===== src/rtl/kbd_text_writer_if.sv =====
// Character-in / VRAM-write bundle between the keyboard front end, the text writer
// and the text display controller.
interface kbd_text_writer_if #(
  parameter int COLS = 80,
  parameter int ROWS = 30
);
  localparam int AW = $clog2(COLS * ROWS);
  localparam int CW = $clog2(COLS);
  localparam int RW = $clog2(ROWS);

  logic [7:0]    char_data;
  logic          char_ready;
  logic          vram_we;
  logic [AW-1:0] vram_addr;
  logic [7:0]    vram_wdata;
  logic [CW-1:0] cursor_col;
  logic [RW-1:0] cursor_row;
  logic          busy;
  logic          overflow;

  modport master (
    output char_data, char_ready,
    input  vram_we, vram_addr, vram_wdata, cursor_col, cursor_row, busy, overflow
  );

  modport slave (
    input  char_data, char_ready,
    output vram_we, vram_addr, vram_wdata, cursor_col, cursor_row, busy, overflow
  );
endinterface


===== src/rtl/kbd_text_writer.sv =====
// Buffers keyboard ASCII in a small FIFO and renders it into text-mode VRAM,
// tracking a wrapping cursor and handling CR/LF, backspace and form-feed clear.
module kbd_text_writer #(
  parameter int COLS       = 80,
  parameter int ROWS       = 30,
  parameter int FIFO_DEPTH = 8
) (
  input logic              clk,
  input logic              reset,
  kbd_text_writer_if.slave bus
);
  localparam int AW = $clog2(COLS * ROWS);
  localparam int CW = $clog2(COLS);
  localparam int RW = $clog2(ROWS);
  localparam int PW = $clog2(FIFO_DEPTH);

  localparam logic [CW-1:0] LAST_COL   = CW'(COLS - 1);
  localparam logic [RW-1:0] LAST_ROW   = RW'(ROWS - 1);
  localparam logic [AW-1:0] LAST_ADDR  = AW'(COLS * ROWS - 1);
  localparam logic [PW:0]   FULL_COUNT = (PW + 1)'(FIFO_DEPTH);

  typedef enum logic [1:0] {IDLE, PROC, CLEAR} state_t;

  state_t        state_reg, state_next;
  logic [7:0]    fifo_mem [FIFO_DEPTH];
  logic [PW-1:0] rd_ptr_reg, wr_ptr_reg;
  logic [PW:0]   count_reg, count_next;
  logic [7:0]    char_reg;
  logic [AW-1:0] clr_addr_reg;
  logic [CW-1:0] col_reg;
  logic [RW-1:0] row_reg;
  logic          we_reg;
  logic [AW-1:0] addr_reg;
  logic [7:0]    wdata_reg;
  logic          busy_reg;
  logic          overflow_reg;

  logic          full, pop, push;
  logic [AW-1:0] cur_addr;
  logic [RW-1:0] row_inc;

  // A pop frees a slot in the same cycle, so a full FIFO still accepts a push then.
  always_comb begin
    full       = (count_reg == FULL_COUNT);
    pop        = (state_reg == IDLE) && (count_reg != '0);
    push       = bus.char_ready && (!full || pop);
    count_next = count_reg;
    if (push && !pop)
      count_next = count_reg + 1'b1;
    else if (pop && !push)
      count_next = count_reg - 1'b1;
    cur_addr   = AW'(row_reg) * AW'(COLS) + AW'(col_reg);
    row_inc    = (row_reg == LAST_ROW) ? '0 : row_reg + 1'b1;
    state_next = state_reg;
    case (state_reg)
      IDLE:    if (pop) state_next = PROC;
      PROC:    state_next = (char_reg == 8'h0C) ? CLEAR : IDLE;
      CLEAR:   if (clr_addr_reg == LAST_ADDR) state_next = IDLE;
      default: state_next = IDLE;
    endcase
  end

  always_ff @(posedge clk) begin
    if (push)
      fifo_mem[wr_ptr_reg] <= bus.char_data;
  end

  always_ff @(posedge clk) begin
    if (!reset) begin
      state_reg    <= IDLE;
      rd_ptr_reg   <= '0;
      wr_ptr_reg   <= '0;
      count_reg    <= '0;
      char_reg     <= '0;
      clr_addr_reg <= '0;
      col_reg      <= '0;
      row_reg      <= '0;
      we_reg       <= 1'b0;
      addr_reg     <= '0;
      wdata_reg    <= '0;
      busy_reg     <= 1'b0;
      overflow_reg <= 1'b0;
    end else begin
      state_reg <= state_next;
      count_reg <= count_next;
      busy_reg  <= (state_next != IDLE) || (count_next != '0);
      we_reg    <= 1'b0;
      if (push)
        wr_ptr_reg <= wr_ptr_reg + 1'b1;
      if (bus.char_ready && full && !pop)
        overflow_reg <= 1'b1;
      if (pop) begin
        char_reg   <= fifo_mem[rd_ptr_reg];
        rd_ptr_reg <= rd_ptr_reg + 1'b1;
      end
      case (state_reg)
        PROC: begin
          if (char_reg >= 8'h20 && char_reg <= 8'h7E) begin
            we_reg    <= 1'b1;
            addr_reg  <= cur_addr;
            wdata_reg <= char_reg;
            if (col_reg != LAST_COL) begin
              col_reg <= col_reg + 1'b1;
            end else begin
              col_reg <= '0;
              row_reg <= row_inc;
            end
          end else if (char_reg == 8'h0D || char_reg == 8'h0A) begin
            col_reg <= '0;
            row_reg <= row_inc;
          end else if (char_reg == 8'h08) begin
            // Both backspace cases land on the linear address just before the cursor.
            if (col_reg != '0 || row_reg != '0) begin
              we_reg    <= 1'b1;
              addr_reg  <= cur_addr - 1'b1;
              wdata_reg <= 8'h20;
              if (col_reg != '0) begin
                col_reg <= col_reg - 1'b1;
              end else begin
                col_reg <= LAST_COL;
                row_reg <= row_reg - 1'b1;
              end
            end
          end else if (char_reg == 8'h0C) begin
            clr_addr_reg <= '0;
          end
        end
        CLEAR: begin
          we_reg       <= 1'b1;
          addr_reg     <= clr_addr_reg;
          wdata_reg    <= 8'h20;
          clr_addr_reg <= clr_addr_reg + 1'b1;
          if (clr_addr_reg == LAST_ADDR) begin
            col_reg <= '0;
            row_reg <= '0;
          end
        end
        default: ;
      endcase
    end
  end

  assign bus.vram_we    = we_reg;
  assign bus.vram_addr  = addr_reg;
  assign bus.vram_wdata = wdata_reg;
  assign bus.cursor_col = col_reg;
  assign bus.cursor_row = row_reg;
  assign bus.busy       = busy_reg;
  assign bus.overflow   = overflow_reg;
endmodule


===== src/flat_wrapper.sv =====
// flat-port wrapper written by rule: the top's interface ports become plain ports
module kbd_text_writer_flat 
#(
  parameter int COLS       = 80,
  parameter int ROWS       = 30,
  parameter int FIFO_DEPTH = 8
)
  (clk, reset, bus_char_data, bus_char_ready, bus_vram_we, bus_vram_addr, bus_vram_wdata, bus_cursor_col, bus_cursor_row, bus_busy, bus_overflow);
  kbd_text_writer_if #(.COLS(COLS), .ROWS(ROWS)) bus_i ();
  input logic clk;
  input logic reset;
  input wire logic [$bits(bus_i.char_data)-1:0] bus_char_data;
  input wire logic [$bits(bus_i.char_ready)-1:0] bus_char_ready;
  output wire logic [$bits(bus_i.vram_we)-1:0] bus_vram_we;
  output wire logic [$bits(bus_i.vram_addr)-1:0] bus_vram_addr;
  output wire logic [$bits(bus_i.vram_wdata)-1:0] bus_vram_wdata;
  output wire logic [$bits(bus_i.cursor_col)-1:0] bus_cursor_col;
  output wire logic [$bits(bus_i.cursor_row)-1:0] bus_cursor_row;
  output wire logic [$bits(bus_i.busy)-1:0] bus_busy;
  output wire logic [$bits(bus_i.overflow)-1:0] bus_overflow;
  assign bus_i.char_data = bus_char_data;
  assign bus_i.char_ready = bus_char_ready;
  assign bus_vram_we = bus_i.vram_we;
  assign bus_vram_addr = bus_i.vram_addr;
  assign bus_vram_wdata = bus_i.vram_wdata;
  assign bus_cursor_col = bus_i.cursor_col;
  assign bus_cursor_row = bus_i.cursor_row;
  assign bus_busy = bus_i.busy;
  assign bus_overflow = bus_i.overflow;
  kbd_text_writer #(.COLS(COLS), .ROWS(ROWS), .FIFO_DEPTH(FIFO_DEPTH)) u_core (.clk(clk), .reset(reset), .bus(bus_i));
endmodule

===== config.mk =====
export PLATFORM = sky130hd
export DESIGN_NAME = kbd_text_writer_flat
export DESIGN_NICKNAME = d
export VERILOG_FILES = /design/src/rtl/kbd_text_writer_if.sv /design/src/rtl/kbd_text_writer.sv /design/src/flat_wrapper.sv
export SDC_FILE = /design/constraint.sdc
export NUM_CORES = 1
export LEC_CHECK = 0
export CAP_MARGIN = 20
export CORE_UTILIZATION = 50
export CTS_CLUSTER_DIAMETER = 30
export DETAILED_ROUTE_END_ITERATION = 6
export HOLD_SLACK_MARGIN = 0.08
export PLACE_DENSITY = 0.79
export SETUP_SLACK_MARGIN = 0.05
export SYNTH_ARGS = -nofsm -noshare
export SYNTH_HDL_FRONTEND = slang
export SYNTH_SLANG_ARGS = --single-unit

===== constraint.sdc =====
create_clock -name clk -period 5.29 [get_ports clk]
set_input_delay 0.529 -clock clk [delete_from_list [all_inputs] [get_ports clk]]
set_output_delay 0.529 -clock clk [all_outputs]
set_load 0.005 [all_outputs]

# Word-level counts from Yosys, hierarchy flattened
# Memories as Yosys holds them, arrays and structs flattened. A register that Yosys moved wholly into a read port is not among the register bits.
# Index checks and enable logic that the tools add are counted.
word_totals:
  ff_bits: 59
  ramBits: 64
  memories: 1
mem_list:
  columns: ["memory", "words", "width", "read_ports", "rd_clocked_by_memory_dff", "write_ports", "line_no", "text"]
  rows:
  - ["u_core.fifo_mem", 8, 8, 1, 1, 1, "kbd_text_writer.sv:25", "logic [7:0] fifo_mem [FIFO_DEPTH];"]
classes:
  n_addsub: 11
  multipliers: 1
  n_lt_le_gt_ge: 2
  eq_ne: 22
  mux: 45
  reduce_logical: 26
op_table:
  columns: ["cell", "n"]
  rows:
  - ["$mux 12", 8]
  - ["$mux 7", 7]
  - ["$pmux 12 s2", 2]
  - ["$mux 5", 8]
  - ["$eq 8x4->1 const B", 4]
  - ["$mux 8", 4]
  - ["$pmux 8 s2", 1]
  - ["$pmux 7 s2", 1]
  - ["$add 12x1->12 const B", 1]
  - ["$add 12x7->12", 1]
  - ["$eq 12x12->1 const B", 1]
  - ["$sub 12x1->12 const B", 1]
  - ["$pmux 5 s2", 1]
  - ["$ge 8x6->1 const B", 1]
  - ["$le 8x7->1 const B", 1]
  - ["$mul 5x3->8 const B", 1]
  - ["$mux 4", 2]
  - ["$ne 4x1->1 const B", 2]
  - ["$reduce_and 4->1", 2]
  - ["$reduce_bool 4->1", 2]
  - ["$add 7x1->7 const B", 1]
  - ["$logic_and 1x1->1", 7]
  - ["$ne 7x7->1 const B", 1]
  - ["$reduce_bool 7->1", 1]
  - ["other kinds (27)", 46]

# Depth between registers and ports, before layout
# Gate-level depths: netlist of run 1.
depth:
  depth_word: 10
  ltp_mapped: 10

# Least setup slack after synthesis of run 1
# No wires, ideal clock.
synth_path:
  path_kind: "register to register"
  startpoint: "reg u_core.row_reg[3] (netlist: u_core.bus.cursor_row[3])"
  endpoint: "reg u_core.addr_reg[11] (netlist: u_core.bus.vram_addr[11])"
  arrival_time_ps: 2891
  t_required_ps: 5189
  setup_slack_ps: 2298
  path_stages_with_launch: 10
  n_path_buf: 0
  period_less_slack_ps: 2992
  cell_sequence: "dfxtp_1 > ha_1 > ha_1 > fa_1 > xnor2_1 > a2111oi_0 > xnor3_1 > nor4_1 > xor2_1 > o41ai_1"
synth_between:
  elab_chain_len: 8
  elab_cells_between_ends: 12
  classes_between: "add/sub (2); mul (1); eq/ne (1); mux (5); reduce/logical (3)"
synth_rtl:
  columns: ["item", "line_no", "text"]
  rows:
  - ["from (decl)", "kbd_text_writer.sv:31", "logic [RW-1:0] row_reg;"]
  - ["from (signal assigned)", "kbd_text_writer.sv:106", "row_reg <= row_inc;"]
  - ["from (signal assigned)", "kbd_text_writer.sv:110", "row_reg <= row_inc;"]
  - ["from (signal assigned)", "kbd_text_writer.sv:121", "row_reg <= row_reg - 1'b1;"]
  - ["$mul 5x3->8", "kbd_text_writer.sv:52", "cur_addr = AW'(row_reg) * AW'(COLS) + AW'(col_reg);"]
  - ["$add 12x7->12", "kbd_text_writer.sv:52", null]
  - ["$sub 12x1->12", "kbd_text_writer.sv:115", "addr_reg <= cur_addr - 1'b1;"]
  - ["$mux 12", "kbd_text_writer.sv:113", "if (col_reg != '0 || row_reg != '0) begin"]
  - ["$mux 12", "kbd_text_writer.sv:111", "end else if (char_reg == 8'h08) begin"]
  - ["$mux 12", "kbd_text_writer.sv:108", "end else if (char_reg == 8'h0D || char_reg == 8'h0A) begin"]
  - ["$mux 12", "kbd_text_writer.sv:98", "if (char_reg >= 8'h20 && char_reg <= 8'h7E) begin"]
  - ["$pmux 12 s2", "kbd_text_writer.sv:96", "case (state_reg)"]
  - ["to (signal assigned)", "kbd_text_writer.sv:100", "addr_reg <= cur_addr;"]
  - ["to (signal assigned)", "kbd_text_writer.sv:115", null]
  - ["to (signal assigned)", "kbd_text_writer.sv:130", "addr_reg <= clr_addr_reg;"]
  - ["to (decl)", "kbd_text_writer.sv:33", "logic [AW-1:0] addr_reg;"]
# Parallel ways exist; a longest one is shown, timed or not. The select of a mux whose other input is x is not followed.
# A chain may end at the register's enable or synchronous reset.

# Final worst setup path of run 1
# Same ends and word-level chain as after synthesis.

==> impl_metrics.env, run 1 <==
export IMPL_power_share_sequential=0.296
export IMPL_grt_pass1_wl_um=25110
export IMPL_leakage_nw=2.736
export IMPL_placement_io_buffers=45
export IMPL_critPathRequiredTime_ps=5600
export IMPL_sequential_cell_area_mm2=0.003263
export IMPL_post_synth_top_area_cell="sky130_fd_sc_hd__edfxtp_1"
export IMPL_num_nets_final=704
export IMPL_core_area_mm2=0.01277
export IMPL_cellPowerDensity_mw_per_mm2=616.7
export IMPL_power_clock_fraction=0.245
export IMPL_largest_register_ff_count=64
export IMPL_arrival_ps=3740
export IMPL_combPwrFrac=0.458
export IMPL_synth_ff_type="sky130_fd_sc_hd__dfxtp_1"
export IMPL_postSynthAreaPerCell_um2=10.63
export IMPL_yosysWarningCount=0
export IMPL_floorplan_io_pins=46
export IMPL_critPathSlowestCell="sky130_fd_sc_hd__dfxtp_1"
export IMPL_ys_top_cells_by_area="sky130_fd_sc_hd__edfxtp_1, sky130_fd_sc_hd__dfxtp_1, sky130_fd_sc_hd__mux4_2"
export IMPL_worst_stage_delay_on_the_critical_path_ps=510
export IMPL_vias_in_the_first_global_route=5121
export IMPL_clock_root_buffer="sky130_fd_sc_hd__clkbuf_16"
export IMPL_worstPathMaxFanout=10
export IMPL_hold_class="reg -> reg"
export IMPL_ctsHtreeMaxLevel=4
export IMPL_cts_clk_slew_worst_paths_ps=60
export IMPL_max_cap_violations=0
export IMPL_first_pass_iters=5
export IMPL_layout_utilization=0.6167
export IMPL_synth_area_mm2=0.006651
export IMPL_synth_seq_cells=131
export IMPL_drt_wirelength_per_cell_um=18.06
export IMPL_fp_dieW_um=117.3
export IMPL_cts_inserted_buffers=17
export IMPL_detailroute_via_count=5173
export IMPL_internal_power_mw=2.940
export IMPL_track_usage=0.2318
export IMPL_footprint_of_the_multi_input_gates_mm2=0.003158
export IMPL_timing_hold_worst_start="u_core.bus.vram_wdata[3]"
export IMPL_drc=0
export IMPL_final_critical_path_required_period_ps=3428
export IMPL_clock_tree_from_tritoncts="yes"
export IMPL_highest_ir_drop_seen_on_vdd_mv=0.4049
export IMPL_post_cts_hold_buffer_count=0
export IMPL_rsz0062_at_grt="false"
export IMPL_worst_setup_path_startpoint="u_core.bus.cursor_row[3]"
export IMPL_synth_cell_type_count=71
export IMPL_pin_count_of_the_biggest_net_entering_global_routing=30
export IMPL_yosys_cell_count_top_type="sky130_fd_sc_hd__dfxtp_1"
export IMPL_floorplan_initialDensity=0.5207
export IMPL_route_antenna_remaining_nets=0
export IMPL_final_hold_violations=0
export IMPL_cp_endpoint_kind="flop"
export IMPL_critical_path_most_common_cell="sky130_fd_sc_hd__ha_1"
export IMPL_antenna_found_initial=0
export IMPL_netSwitchingPower_mw=1.918
export IMPL_post_synth_edffs=64
export IMPL_timing_max_slew_rel_slack=0.3112
export IMPL_cts_repair_timing_setup_buffer_count=0
export IMPL_run_status="finished clean"
export IMPL_post_route_period_util=0.6480
export IMPL_ctsResizeCount=0
export IMPL_via_per_inst=6.086
export IMPL_clk_insertion_delay_late_ps=420
export IMPL_dieArea_mm2=0.01377
export IMPL_worst_clock_skew_ps=9.096
export IMPL_slew_at_the_pin_with_the_worst_max_slew_slack_ps=1033
export IMPL_critical_path_startpoint_type="flop"
export IMPL_switching_share=0.3948
export IMPL_diodes=0
export IMPL_dp_hpwl_um=10420
export IMPL_maxClockFrequency_mhz=291.7
export IMPL_synth_top_cell_area_share=0.2889
export IMPL_synth_sequential_area_ratio=0.4906
export IMPL_r2r_start="u_core.bus.cursor_row[3]"
export IMPL_die_height_um=117.3
export IMPL_synth_async_reset_ratio=0
export IMPL_synth_common_cells="sky130_fd_sc_hd__dfxtp_1, sky130_fd_sc_hd__edfxtp_1, sky130_fd_sc_hd__nor2_1, sky130_fd_sc_hd__nand2_1, sky130_fd_sc_hd__a21oi_1"
export IMPL_criticalPathCategory="reg -> reg"
export IMPL_area_growth_synth_to_final_pct=18.43
export IMPL_n_fill_cell=1012
export IMPL_synth_nets=664
export IMPL_setup_viol=0
export IMPL_num_rows=41
export IMPL_path_cells="ha_1 -> ha_1 -> fa_1 -> xnor2_1 -> a2111oi_0 -> xnor3_1 -> nor4_1 -> xor2_1 -> o41ai_1"
export IMPL_drtIter0Drc=487
export IMPL_gpl_final_weighted_congestion=0.8806
export IMPL_setup_tns_final_ps=0
export IMPL_synth_cells=626
export IMPL_cts_num_sinks=131
export IMPL_drive_gt1_frac=0.09882
export IMPL_drt_wl_total_um=15350
export IMPL_clockBufferDepth=2
export IMPL_timing_final_max_slew_violations=0
export IMPL_grt_overflow_total=0
[logic make-up (layout without fill, tap and decap cells)]
kind of cell / count (synthesis) / in the layout / share of synthesized area
xor+xnor: 30 / 30 / 0.04157
fa+ha+maj: 27 / 27 / 0.05305
buf+inv: 60 / 112 / 0.03630
simple gates: 204 / 204 / 0.1520
compound gates: 143 / 143 / 0.1494
flops: 131 / 131 / 0.4906
mux: 31 / 31 / 0.07713
[worst max-delay path, delay by kind of cell, from the launching register on]
kind | cells | cell delay, ps
flops | 1 | 510
compound gates | 2 | 760
fa+ha+maj | 3 | 950
xor+xnor | 3 | 670
simple gates | 1 | 420
[final cells by class]
| class | instances | area share |
|---|---|---|
| clock buffers | 17 | 0.05400 |
| clock inverters | 14 | 0.02271 |
| inverters | 24 | 0.01144 |
| multi-input cells | 435 | 0.4009 |
| flip-flops and latches | 131 | 0.4142 |
| well taps | 172 | 0.02732 |
| repair buffers | 57 | 0.06941 |
[routing by layer]
layer  global-route usage  share of wire  up-vias  routed length [um]
li1                     -              -     2425                   -
met4               0.1169          0.030        0                 457
met1               0.2696           0.40     2511                6156
met2               0.4013           0.51      195                7901
met5                    0              0        -                   0
met3              0.05107          0.054       42                 833
[final timing paths]
path,cells past startpoint,slack (ps),end
min reg2reg,2,460,u_core.bus.vram_wdata[3]
max,9,1860,u_core.bus.vram_addr[11]
max reg2reg,9,1860,u_core.bus.vram_addr[11]
min,2,460,u_core.bus.vram_wdata[3]
[cells in the final DEF, fill, tap and decap left out, drive strengths merged, types with 16 or more instances in the layout]
cell and count:
inv 27, nor2 56, xnor2 18, clkbuf 17, dfxtp 67, edfxtp 64, clkdlybuf4s50 45, a211oi 16
nand2 47, ha 25, nand3 30, a21oi 40, mux4 16
[per-stage QoR]
stage	hold WS [ps]	area, um^2	setup slack, ps	instances	total power, mW
floorplan	448.3	6651	2299	626	2.998
global placement	446.3	7237	2127	815	3.536
detailed placement	453.1	7237	1898	815	3.613
CTS	460.4	7841	1887	846	4.826
global route	464.9	7878	1653	850	5.155
finish	456.3	7878	1862	850	4.858
[power by group through the flow]
stage	clock network (mW)	logic (mW)	registers, mW
2_1_floorplan	0	1.64	1.36
3_3_place_gp	0	2.09	1.44
3_5_place_dp	0	2.16	1.46
4_1_cts	1.21	2.18	1.44
5_1_grt	1.25	2.44	1.47
6_report	1.19	2.23	1.44
No activity file was read; power rests on OpenSTA's default activity.
==> run 2: changes to the inputs <==
PLACE_DENSITY = 0.82   (was 0.79)
clock period = 3 ns   (was 5.29 ns; I/O delays follow)
==> run 2 against run 1 <==
Against the previous run:
- sequential power is 70% higher
- worst setup slack worse by 1700 ps
- via count is 1.7% higher
- critical endpoint unchanged
- highest routed layer unchanged
- critical path type unchanged
- clock-buffer cell count is 1 higher
- die area stayed put
- non-clock buffer count is 22 higher
- hold slack worse by 3.5 ps
- routed wire length is 2.8% higher
==> impl_metrics.env, run 2 (same netlist as run 1, synthesis figures left out) <==
export IMPL_timing_max_slew_rel_slack=0.4572
export IMPL_clockBufferDepth=2
export IMPL_leakage_nw=2.816
export IMPL_placedCellCount=839
export IMPL_track_usage=0.2372
export IMPL_highest_ir_drop_seen_on_vdd_mv=0.6190
export IMPL_criticalPathCategory="reg -> reg"
export IMPL_core_area_mm2=0.01277
export IMPL_cellPowerDensity_mw_per_mm2=1078
export IMPL_die_height_um=117.3
export IMPL_fp_dieW_um=117.3
export IMPL_n_fill_cell=977
export IMPL_num_nets_final=726
export IMPL_rr_worst_depth=9
export IMPL_num_rows=41
export IMPL_power_clock_fraction=0.231
export IMPL_floorplan_io_pins=46
export IMPL_hold_path_end="u_core.bus.vram_wdata[3]"
export IMPL_ctsHtreeMaxLevel=4
export IMPL_area_growth_synth_to_final_pct=20.64
export IMPL_slew_at_the_pin_with_the_worst_max_slew_slack_ps=813.0
export IMPL_via_per_inst=6.024
export IMPL_cts_num_sinks=131
export IMPL_internal_power_mw=5.219
export IMPL_most_common_layout_cells="sky130_fd_sc_hd__dfxtp_1, sky130_fd_sc_hd__edfxtp_1, sky130_fd_sc_hd__nor2_1"
export IMPL_diodes=0
export IMPL_r2r_slack_ps=160
export IMPL_timing_final_max_slew_violations=0
export IMPL_drc=0
export IMPL_arrival_ps=3160
export IMPL_setup_tns_final_ps=0
export IMPL_layout_utilization=0.6282
export IMPL_post_route_period_util=0.9478
export IMPL_power_share_sequential=0.283
export IMPL_route_antenna_remaining_nets=0
export IMPL_combPwrFrac=0.486
export IMPL_critPathRequiredTime_ps=3320
export IMPL_pin_count_of_the_biggest_net_entering_global_routing=27
export IMPL_hold_class="reg -> reg"
export IMPL_grt_pass1_wl_um=25510
export IMPL_final_common_cell="sky130_fd_sc_hd__dfxtp_1"
export IMPL_drive_gt1_frac=0.1298
export IMPL_dieArea_mm2=0.01377
export IMPL_r2r_start="u_core.bus.cursor_row[1]"
export IMPL_worstReg2RegEnd="u_core.bus.vram_addr[11]"
export IMPL_placement_io_buffers=45
export IMPL_final_critical_path_required_period_ps=2843
export IMPL_antenna_found_initial=0
export IMPL_drt_wirelength_per_cell_um=18.07
export IMPL_power_mw=8.654
export IMPL_floorplan_initialDensity=0.5207
export IMPL_netSwitchingPower_mw=3.435
export IMPL_maxClockFrequency_mhz=351.7
export IMPL_drt_wl_total_um=15770
export IMPL_setup_viol=0
export IMPL_clk_insertion_delay_late_ps=420
export IMPL_switching_share=0.3969
export IMPL_timing_hold_worst_start="u_core.bus.vram_wdata[3]"
export IMPL_critical_path_startpoint_type="flop"
export IMPL_final_cell_count_no_fill=873
export IMPL_post_cts_hold_buffer_count=0
export IMPL_clock_root_buffer="sky130_fd_sc_hd__clkbuf_16"
export IMPL_final_hold_violations=0
export IMPL_hold_depth=2
export IMPL_max_cap_violations=0
export IMPL_gpl_final_weighted_congestion=0.9004
export IMPL_largest_register_ff_count=64
export IMPL_vias_in_the_first_global_route=5189
export IMPL_clock_tree_from_tritoncts="yes"
export IMPL_cts_inserted_buffers=17
export IMPL_run_status="finished clean"
export IMPL_cts_clk_slew_worst_paths_ps=60
export IMPL_rsz0062_at_grt="false"
export IMPL_drtIter0Drc=407
export IMPL_grt_overflow_total=0
export IMPL_first_pass_iters=7
export IMPL_cp_endpoint_kind="flop"
export IMPL_dp_hpwl_um=10820
export IMPL_worst_clock_skew_ps=6.409
export IMPL_detailroute_via_count=5259
export IMPL_worstPathMaxFanout=4
[run 2: cell types whose count changed in the layout (fill, tap and decap cells not counted), sizes merged]
cell,delta
buf,+23
bufinv,-1
clkbuf,+1
clkinv,+3
clkinvlp,+1
dlymetal6s2s,-1
inv,-3
[run 2: repair_timing]
action                     4_1_cts  5_1_grt
setup buffers                    0        1
setup endpoints to repair        1        1
pin swaps                        0        1
gates resized for setup          1        2
[run 2: how the worst max path moves through the flow]
stage,start,end,slack [ps],cells past startpoint
CTS,u_core.bus.cursor_row[1],u_core.bus.vram_addr[11],60,9
global route,u_core.bus.cursor_row[1],u_core.bus.vram_addr[11],50,9
global placement,u_core.bus.cursor_row[1],u_core.bus.vram_addr[11],90,9
floorplan,u_core.bus.cursor_row[1],u_core.bus.vram_addr[11],70,9
detailed placement,u_core.bus.cursor_row[1],u_core.bus.vram_addr[11],3,9
finish,u_core.bus.cursor_row[1],u_core.bus.vram_addr[11],160,9
[run 2: stage by stage]
stage	setup WS [ps]	cell area, um^2	hold WS [ps]
2_1_floorplan	72.01	6654	398.9
3_3_place_gp	92.47	7420	446.1
3_5_place_dp	3.070	7420	452.8
4_1_cts	63.42	7993	460.7
5_1_grt	45.68	8024	481.6
6_report	156.7	8024	452.9
[run 2: worst max-delay path: stages (launching register included)]
cell,delay (ps)
sky130_fd_sc_hd__dfxtp_1,310
sky130_fd_sc_hd__ha_1,310
sky130_fd_sc_hd__ha_1,230
sky130_fd_sc_hd__fa_1,490
sky130_fd_sc_hd__inv_1,110
sky130_fd_sc_hd__a2111oi_4,310
sky130_fd_sc_hd__xnor3_1,330
sky130_fd_sc_hd__nor4_2,330
sky130_fd_sc_hd__xor2_1,100
sky130_fd_sc_hd__o41ai_1,220
[run 2: routing by layer]
metal / vias up / global-route usage / share of wire
met2: 163 / 0.4190 / 0.53
li1: 2474 / - / -
met3: 37 / 0.05496 / 0.052
met5: - / 0 / 0
met4: 0 / 0.1161 / 0.025
met1: 2585 / 0.2680 / 0.40
[run 2: cell type report]
class	instances	area [um^2]	share of cell area
Tap cell	172	215.2	0.02682
Clock inverter	14	138.9	0.01731
Clock buffer	18	429.2	0.05349
Inverter	24	90.09	0.01123
Multi-Input combinational cell	435	3183	0.3967
Sequential cell	131	3264	0.4068
Timing Repair Buffer	79	703.2	0.08763
[run 2: power groups by stage]
stage          Combinational (mW)  Sequential, mW  Clock [mW]
2_1_floorplan                2.89            2.40           0
6_report                     4.21            2.45        2.00
4_1_cts                      4.12            2.44        2.03
5_1_grt                      4.59            2.48        2.11
3_3_place_gp                 3.96            2.46           0
3_5_place_dp                 4.06            2.48           0
==> run 3: changes to the inputs <==
SKIP_LAST_GASP = 1   (was unset)
==> results of run 3 <==
Final layout, timing and power as in run 2 (identical DEF).
